**src/rtl/led7seg_595_frame_receiver.sv**
```systemverilog
// Receive-side monitor for the 74HC595 seven-segment serial link: rebuilds each
// latched 16-bit frame from sclk/rclk/dio and decodes it into per-digit BCD.
module led7seg_595_frame_receiver #(
  parameter int FRAME_W    = 16,
  parameter int NUM_DIGITS = 8
) (
  input  logic                    clk,
  input  logic                    rst,
  input  logic                    sclk,
  input  logic                    rclk,
  input  logic                    dio,
  output logic [FRAME_W-1:0]      frame,
  output logic                    frame_vld,
  output logic                    len_err,
  output logic                    sel_err,
  output logic [4*NUM_DIGITS-1:0] digits_bcd,
  output logic [NUM_DIGITS-1:0]   digit_valid
);

  localparam logic [4:0]            CNT_MAX  = 5'd31;
  localparam logic [4:0]            CNT_FULL = 5'(FRAME_W);
  localparam logic [NUM_DIGITS-1:0] SEL_ONE  = NUM_DIGITS'(1);

  // Synchroniser bit order: [2] sclk, [1] rclk, [0] dio.
  logic [2:0]              sync1_q, sync1_d;
  logic [2:0]              sync2_q, sync2_d;
  logic [1:0]              prev_q, prev_d;
  logic [FRAME_W-1:0]      shreg_q, shreg_d;
  logic [4:0]              cnt_q, cnt_d;
  logic [FRAME_W-1:0]      frame_q, frame_d;
  logic                    frame_vld_q, frame_vld_d;
  logic                    len_err_q, len_err_d;
  logic                    sel_err_q, sel_err_d;
  logic [4*NUM_DIGITS-1:0] digits_q, digits_d;
  logic [NUM_DIGITS-1:0]   valid_q, valid_d;

  logic                    sclk_rise;
  logic                    rclk_rise;
  logic                    dio_s;
  logic [4:0]              cnt_shift;
  logic [NUM_DIGITS-1:0]   sel;
  logic                    sel_onehot;
  logic [4:0]              dec;

  // Active-low segment pattern {dp,g,f,e,d,c,b,a} to {recognised, bcd}; dp ignored.
  function automatic logic [4:0] seg_decode(input logic [7:0] pat);
    logic [7:0] p;
    p = pat | 8'h80;
    case (p)
      8'hC0:   seg_decode = {1'b1, 4'd0};
      8'hF9:   seg_decode = {1'b1, 4'd1};
      8'hA4:   seg_decode = {1'b1, 4'd2};
      8'hB0:   seg_decode = {1'b1, 4'd3};
      8'h99:   seg_decode = {1'b1, 4'd4};
      8'h92:   seg_decode = {1'b1, 4'd5};
      8'h82:   seg_decode = {1'b1, 4'd6};
      8'hF8:   seg_decode = {1'b1, 4'd7};
      8'h80:   seg_decode = {1'b1, 4'd8};
      8'h90:   seg_decode = {1'b1, 4'd9};
      default: seg_decode = {1'b0, 4'hF};
    endcase
  endfunction

  always_comb begin
    sync1_d   = {sclk, rclk, dio};
    sync2_d   = sync1_q;
    prev_d    = sync2_q[2:1];
    sclk_rise = sync2_q[2] & ~prev_q[1];
    rclk_rise = sync2_q[1] & ~prev_q[0];
    dio_s     = sync2_q[0];
  end

  // A coincident shift and latch: the latch sees the post-shift register and count.
  always_comb begin
    shreg_d     = shreg_q;
    cnt_shift   = cnt_q;
    frame_d     = frame_q;
    frame_vld_d = 1'b0;
    len_err_d   = 1'b0;
    if (sclk_rise) begin
      shreg_d   = {shreg_q[FRAME_W-2:0], dio_s};
      cnt_shift = (cnt_q == CNT_MAX) ? CNT_MAX : cnt_q + 5'd1;
    end
    cnt_d = cnt_shift;
    if (rclk_rise) begin
      frame_d     = shreg_d;
      frame_vld_d = 1'b1;
      len_err_d   = (cnt_shift != CNT_FULL);
      cnt_d       = 5'd0;
    end
  end

  always_comb begin
    sel        = frame_q[NUM_DIGITS-1:0];
    sel_onehot = (sel != '0) && ((sel & (sel - SEL_ONE)) == '0);
    dec        = seg_decode(frame_q[FRAME_W-1 -: 8]);
    digits_d   = digits_q;
    valid_d    = valid_q;
    sel_err_d  = 1'b0;
    if (frame_vld_q) begin
      if (sel_onehot) begin
        for (int n = 0; n < NUM_DIGITS; n++) begin
          if (sel[n]) begin
            digits_d[4*n +: 4] = dec[3:0];
            valid_d[n]         = dec[4];
          end
        end
      end else begin
        sel_err_d = 1'b1;
      end
    end
  end

  always_ff @(posedge clk) begin
    if (!rst) begin
      sync1_q     <= '0;
      sync2_q     <= '0;
      prev_q      <= '0;
      shreg_q     <= '0;
      cnt_q       <= '0;
      frame_q     <= '0;
      frame_vld_q <= 1'b0;
      len_err_q   <= 1'b0;
      sel_err_q   <= 1'b0;
      digits_q    <= '1;
      valid_q     <= '0;
    end else begin
      sync1_q     <= sync1_d;
      sync2_q     <= sync2_d;
      prev_q      <= prev_d;
      shreg_q     <= shreg_d;
      cnt_q       <= cnt_d;
      frame_q     <= frame_d;
      frame_vld_q <= frame_vld_d;
      len_err_q   <= len_err_d;
      sel_err_q   <= sel_err_d;
      digits_q    <= digits_d;
      valid_q     <= valid_d;
    end
  end

  assign frame       = frame_q;
  assign frame_vld   = frame_vld_q;
  assign len_err     = len_err_q;
  assign sel_err     = sel_err_q;
  assign digits_bcd  = digits_q;
  assign digit_valid = valid_q;

endmodule

```
**config.mk**
```make
export PLATFORM = sky130hd
export DESIGN_NAME = led7seg_595_frame_receiver
export DESIGN_NICKNAME = d
export VERILOG_FILES = /design/src/rtl/led7seg_595_frame_receiver.sv
export SDC_FILE = /design/constraint.sdc
export NUM_CORES = 1
export LEC_CHECK = 0
export ABC_AREA = 0
export CORE_UTILIZATION = 55
export DETAILED_ROUTE_END_ITERATION = 10
export PLACE_DENSITY = 0.91
export SLEW_MARGIN = 20
export SYNTH_ARGS = -nofsm -noshare
export SYNTH_HDL_FRONTEND = slang
export SYNTH_SLANG_ARGS = --single-unit
```
**constraint.sdc**
```tcl
create_clock -name clk -period 2.7 [get_ports clk]
set_input_delay 0.405 -clock clk [delete_from_list [all_inputs] [get_ports clk]]
set_output_delay 0.405 -clock clk [all_outputs]
set_load 0.01 [all_outputs]
```
After elaboration in Yosys (flattened, before gate mapping)
Cells that the tools add are included.
{"block": "word_totals", "wordCells": 65, "output_inout_bits": 59, "ff_bits": 88, "input_bits": 5}
{"block": "op_classes", "add_sub_neg": 2, "n_reduce_logical": 15, "eq_ne": 11, "n_bitwise": 6, "mux": 6}
{"cell": "$pmux W5 S10", "count": 1}
{"cell": "$reduce_and A3 Y1", "count": 8}
{"cell": "$eq A7 B5 Y1 const B", "count": 3}
{"cell": "$eq A7 B7 Y1 const B", "count": 3}
{"cell": "$mux W16", "count": 1}
{"cell": "$eq A7 B6 Y1 const B", "count": 2}
{"cell": "$mux W5", "count": 2}
{"cell": "$and A8 B8 Y8", "count": 1}
{"cell": "$logic_not A8 Y1", "count": 1}
{"cell": "$reduce_bool A8 Y1", "count": 1}
{"cell": "$sub A8 B1 Y8 const B", "count": 1}
{"cell": "$eq A7 B2 Y1 const B", "count": 1}
{"cell": "$logic_not A7 Y1", "count": 1}
{"cell": "$add A5 B1 Y5 const B", "count": 1}
{"cell": "$eq A5 B5 Y1 const B", "count": 1}
{"cell": "$ne A5 B5 Y1 const B", "count": 1}
{"cell": "$reduce_and A2 Y1", "count": 2}
{"cell": "$not A1 Y1", "count": 3}
{"cell": "$and A1 B1 Y1", "count": 2}
{"cell": "$mux W1", "count": 2}
{"cell": "$reduce_or A2 Y1", "count": 1}
{"cell": "$logic_and A1 B1 Y1", "count": 1}

Logic depth before layout (Yosys ltp)
{"block": "logic_depth", "word_depth": 5, "ltp_mapped": 7, "depth_no_buf": 6}

Worst setup path before layout
Ideal clock, no wire load.
{"block": "synth_timing", "kind": "reg2reg", "from": "reg frame_q[8], in the netlist frame[8]", "to": "reg digits_q[11], in the netlist digits_bcd[11]", "path_buffers": 1, "arrival_ps": 1656, "setup_time_ps": 135, "t_required_ps": 2565, "synth_period_minus_slack_ps": 1791, "stages_incl_launch_ff": 7, "slack_ps": 909, "cell_sequence": "dfxtp_1 buf_4 or3_4 nor4_2 a211oi_2 a221oi_4 mux2i_1"}
{"block": "synth_via", "elab_chain_cells": 2, "word_cells_on_any_way": 11, "cone_classes": "eq/ne: 9; mux: 1; reduce/logical: 1"}
{"item": "start: declaration", "line_no": "30", "text": "logic [FRAME_W-1:0] frame_q, frame_d;"}
{"item": "start signal: assignment", "line_no": "133", "text": "frame_q <= frame_d;"}
{"item": "$eq A7 B5 Y1, or another cell as far along", "line_no": "49", "text": "case (p)"}
{"item": "$pmux W5 S10 (*)", "line_no": "49"}
{"item": "end signal: assignment", "line_no": "137", "text": "digits_q <= digits_d;"}
{"item": "end: declaration", "line_no": "34", "text": "logic [4*NUM_DIGITS-1:0] digits_q, digits_d;"}
Every way passes the cells marked *; elsewhere a longest branch is shown, timed or not.
A chain may end at the register's enable or synchronous reset.

Final worst setup path
{"block": "layout_timing", "from": "reg frame_q[3], in the netlist frame[3]", "to": "reg digits_q[30], in the netlist digits_bcd[30]"}
{"block": "layout_via", "elab_chain_cells": 5, "word_cells_on_any_way": 6, "cone_classes": "add/sub: 1; bitwise: 1; reduce/logical: 4"}
{"item": "$sub A8 B1 Y8", "line_no": "95", "text": "sel_onehot = (sel != '0) && ((sel & (sel - SEL_ONE)) == '0);"}
{"item": "$and A8 B8 Y8", "line_no": "95"}
{"item": "$logic_not A8 Y1", "line_no": "95"}
{"item": "$logic_and A1 B1 Y1 (*)", "line_no": "95"}
{"item": "$reduce_and A3 Y1 (no source line) (*)"}
Marks and branches as above.

==> summary.md <==
| Metric | Value |
|---|---|
| Outcome | `finished, final reports clean` |
| Post-synthesis cell type count | `46` |
| Final setup viols | `0` |
| Yosys reg bits | `approximately 90` |
| Worst setup EP type | `flop` |
| Initial antenna violation count | `0` |
| Rel. slew slack | `a little over half` |
| Crit path depth | `5` |
| # hold bufs at CTS | `0` |
| Crit-path leading delay family | `simple AND/OR/NAND/NOR gates` |
| H-tree lvl count | `3` |
| Sequential power share | `roughly 55%` |
| Clk_skew | `0.009215 ns` |
| Gp weighted congestion | `0.8817` |
| Vias in the first global route | `2731` |
| Highest Signal Layer | `met4` |
| Crit path DAT | `2.34 ns` |
| RSZ-0062 raised after global routing | `false` |
| Fin. max-slew vios | `0` |
| Die area | `0.006606 mm^2` |
| Reg clk slew, reported paths | `0.09 ns` |
| Largest net degree at the start of global routing | `31` |
| Mapped cell area | `0.003457 mm^2` |
| Sequential share of the synthesized area | `50.96%` |
| Met3 wire len | `579 um` |
| NetSw | `0.5156 mW` |
| Async set-reset flop share out of synthesis | `0%` |
| Max-Cap Viols | `0` |
| Post-DP HPWL | `5576 um` |
| Fin crit period | `2.093 ns` |
| Ant. Diodes | `0` |
| TritonCTS clock tree | `built` |
| Internal power | `1.850 mW` |
| Vias | `3029` |
| Critical-path cell list | `nor4_1 > and2_1 > and3b_1 > mux2i_1 > nand2_1` |
| Gr ovfl total | `0` |
| Mean Syn Cell Area | `between 9 and 10 um^2` |
| Syn_nets | `386` |
| Post-CTS setup buffers | `0` |
| Met1 Wirelength | `3579 um` |
| Pwr per Cell Area | `544.4 mW/mm^2` |
| YS warnings | `0` |
| Final hold vios | `0` |
| Clock tree buffer depth | `2` |
| Clock sink total | `roughly 90` |
| Critical path buffers and inverters | `0` |
| Die W | `just over 80 um` |
| DR WL/cell | `16.28 um` |
| Wire length on met2 | `between 4000 and 5000 um` |
| Core area | `between 0.005 and 0.006 mm^2` |
| Worst path required time | `2.95 ns` |
| Worst setup path startpoint | `frame[3]$_SDFFE_PN0P_` |
| TNS Setup | `0 ns` |
| FP Rows | `28` |
| Detailed Route WL | `about 8400 um` |
| Worst-Skew Late Latency | `0.36 ns` |
| Setup CP Type | `reg -> reg` |
| Crit path largest cell delay | `0.60 ns` |
| Final ANT Viol Nets | `0` |
| Worst-Margin Slew | `0.7047 ns` |
| Logic pwr share | `2.9%` |
| FF-to-FF path depth | `5` |
| DRC violations left | `0` |
| Post-CTS Resized | `0` |
| Leakage | `between 1.5 and 2 nW` |
| Via density | `5.882` |
| Fmax | `0.4779 GHz` |
| Fin crit share | `77.51%` |
| I/O pins | `64` |
| Critical Path End | `digits_bcd[30]$_SDFFE_PN1P_` |
| Initial DRT Pass Iterations | `5` |
| R2r setup slk | `0.61 ns` |
| Fraction of layout cells with a size suffix above 1 | `roughly 7%` |
| CP Launch Type | `flop` |
| Nets | `441` |
| Post-synth EDFFs | `0` |
| Fin worst setup slack | `~0.61 ns` |
| DIE HEIGHT | `81.28 um` |
| Global-route wire length before repair | `13170 um` |
| Area of the multi-input gates | `0.001567 mm^2` |
| Register Area | `0.001762 mm^2` |
| Cells after synthesis | `380` |
| Hold Path Class | `reg -> reg` |
| DP Worst Slack | `0.6787 ns` |
| Port bufs | `63` |
| Slowest cell on the critical path | `nor4_1` |
| Initial DRC count | `approximately 210` |
| Synth Flop Type | `dfxtp_1` |
| Global-route usage over all layers | `26.64%` |
| CTS Buf Count | `9` |
| Worst-path fanout max | `8` |
| Starting Density | `57.71%` |
| Fillers | `426` |
| Worst vdd rail ir drop | `0.5128 mV` |
| Switching Share | `21.80%` |
| Worst R2R End | `digits_bcd[30]$_SDFFE_PN1P_` |
| Root buf cell | `clkbuf_8` |
| Reg2Reg Launch Point | `frame[3]$_SDFFE_PN0P_` |
| Clk network pwr share | `41.8%` |
| Area Growth Syn to Fin | `25.66%` |
-- layer usage --
metal | global-route usage [%] | up-vias
li1 | - | 1456
met1 | 33.76 | 1425
met2 | 43.17 | 132
met3 | 5.169 | 16
met4 | 13.04 | 0
met5 | 0 | -
-- Yosys cell counts (all sizes together), types with 5 or more instances --
library cell | count | area share [%]
nand2 | 58 | 6.3
and4 | 5 | 1.3
and2 | 11 | 2.0
dfxtp | 88 | 51
a21oi | 43 | 6.2
o211ai | 10 | 2.2
nor2 | 11 | 1.2
a21o | 16 | 3.5
buf | 13 | 1.9
o21ai | 12 | 1.7
mux2i | 8 | 2.3
nor3 | 19 | 2.8
clkbuf | 16 | 1.7
and3 | 19 | 3.4
-- worst min-delay path by stage --
stage	startpoint	end	slack, ns	cells past startpoint
final	sync1_q[2]$_SDFF_PN0_	sync2_q[2]$_SDFF_PN0_	0.44	1
after floorplan	sync1_q[0]$_SDFF_PN0_	sync2_q[0]$_SDFF_PN0_	0.41	1
after detailed placement	sync1_q[2]$_SDFF_PN0_	sync2_q[2]$_SDFF_PN0_	0.42	1
after global routing	sync1_q[1]$_SDFF_PN0_	sync2_q[1]$_SDFF_PN0_	0.47	1
after global placement	sync1_q[2]$_SDFF_PN0_	sync2_q[2]$_SDFF_PN0_	0.42	1
after CTS	sync1_q[2]$_SDFF_PN0_	sync2_q[2]$_SDFF_PN0_	0.44	1
-- registers in the layout, indices dropped and copies added, names as in the netlist --
name and cells:
digits_bcd 32, frame 16, shreg_q 16, digit_valid 8, cnt_q 5, sync1_q 3
sync2_q 3, prev_q 2, frame_vld 1, len_err 1, sel_err 1
-- cell usage in the layout (no fill, tap or decap), types with 4 or more instances in the layout --
cell type,netlist,final
mux2i_1,8,8
and2_1,11,11
a21o_1,16,16
buf_4,2,10
a21oi_1,43,43
and4_1,5,5
nor3_1,19,19
clkdlybuf4s50_1,0,63
nand2_1,58,58
o211ai_1,10,10
o21ai_0,12,12
nor2_1,11,11
clkbuf_8,0,9
dfxtp_1,88,88
nand2b_1,4,4
nand3_1,4,4
and3_1,19,19
-- metrics by stage --
stage / utilization [%] / total power [mW] / instances / hold slack, ns / area [um^2]
after floorplan: - / 1.380 / 380 / 0.4119 / 3457
after global placement: 68.96 / 1.404 / 499 / 0.4232 / 4131
after detailed placement: 68.96 / 1.406 / 499 / 0.4222 / 4131
after CTS: 72.51 / 2.358 / 515 / 0.4433 / 4344
after global routing: 72.51 / 2.416 / 515 / 0.4659 / 4344
final: 72.51 / 2.365 / 515 / 0.4413 / 4344
-- cell families after synthesis --
logic type,synth area share (%)
buffers and inverters,3.727
AND/OR/NAND/NOR,23.49
XOR/XNOR,0.7602
flip-flops,50.96
multiplexers,2.316
adder cells (fa/ha/maj),0.6514
AO/OA/AOI/OAI,18.10
-- power groups by stage --
stage / clock network, mW / registers (mW) / logic [mW]
5_1_grt: 1.03 / 1.31 / 0.0741
2_1_floorplan: 0 / 1.34 / 0.0418
3_3_place_gp: 0 / 1.34 / 0.0654
4_1_cts: 0.982 / 1.31 / 0.0672
6_report: 0.988 / 1.31 / 0.0681
3_5_place_dp: 0 / 1.34 / 0.0669
-- area by class of cell --
type / count / area share, %
Clock buffer: 11 / 3.024
Clock inverter: 5 / 1.872
Inverter: 1 / 0.08641
Multi-Input combinational cell: 262 / 36.06
Sequential cell: 88 / 40.55
Tap cell: 75 / 2.160
Timing Repair Buffer: 73 / 16.24
(Power assumes the default switching activity.)
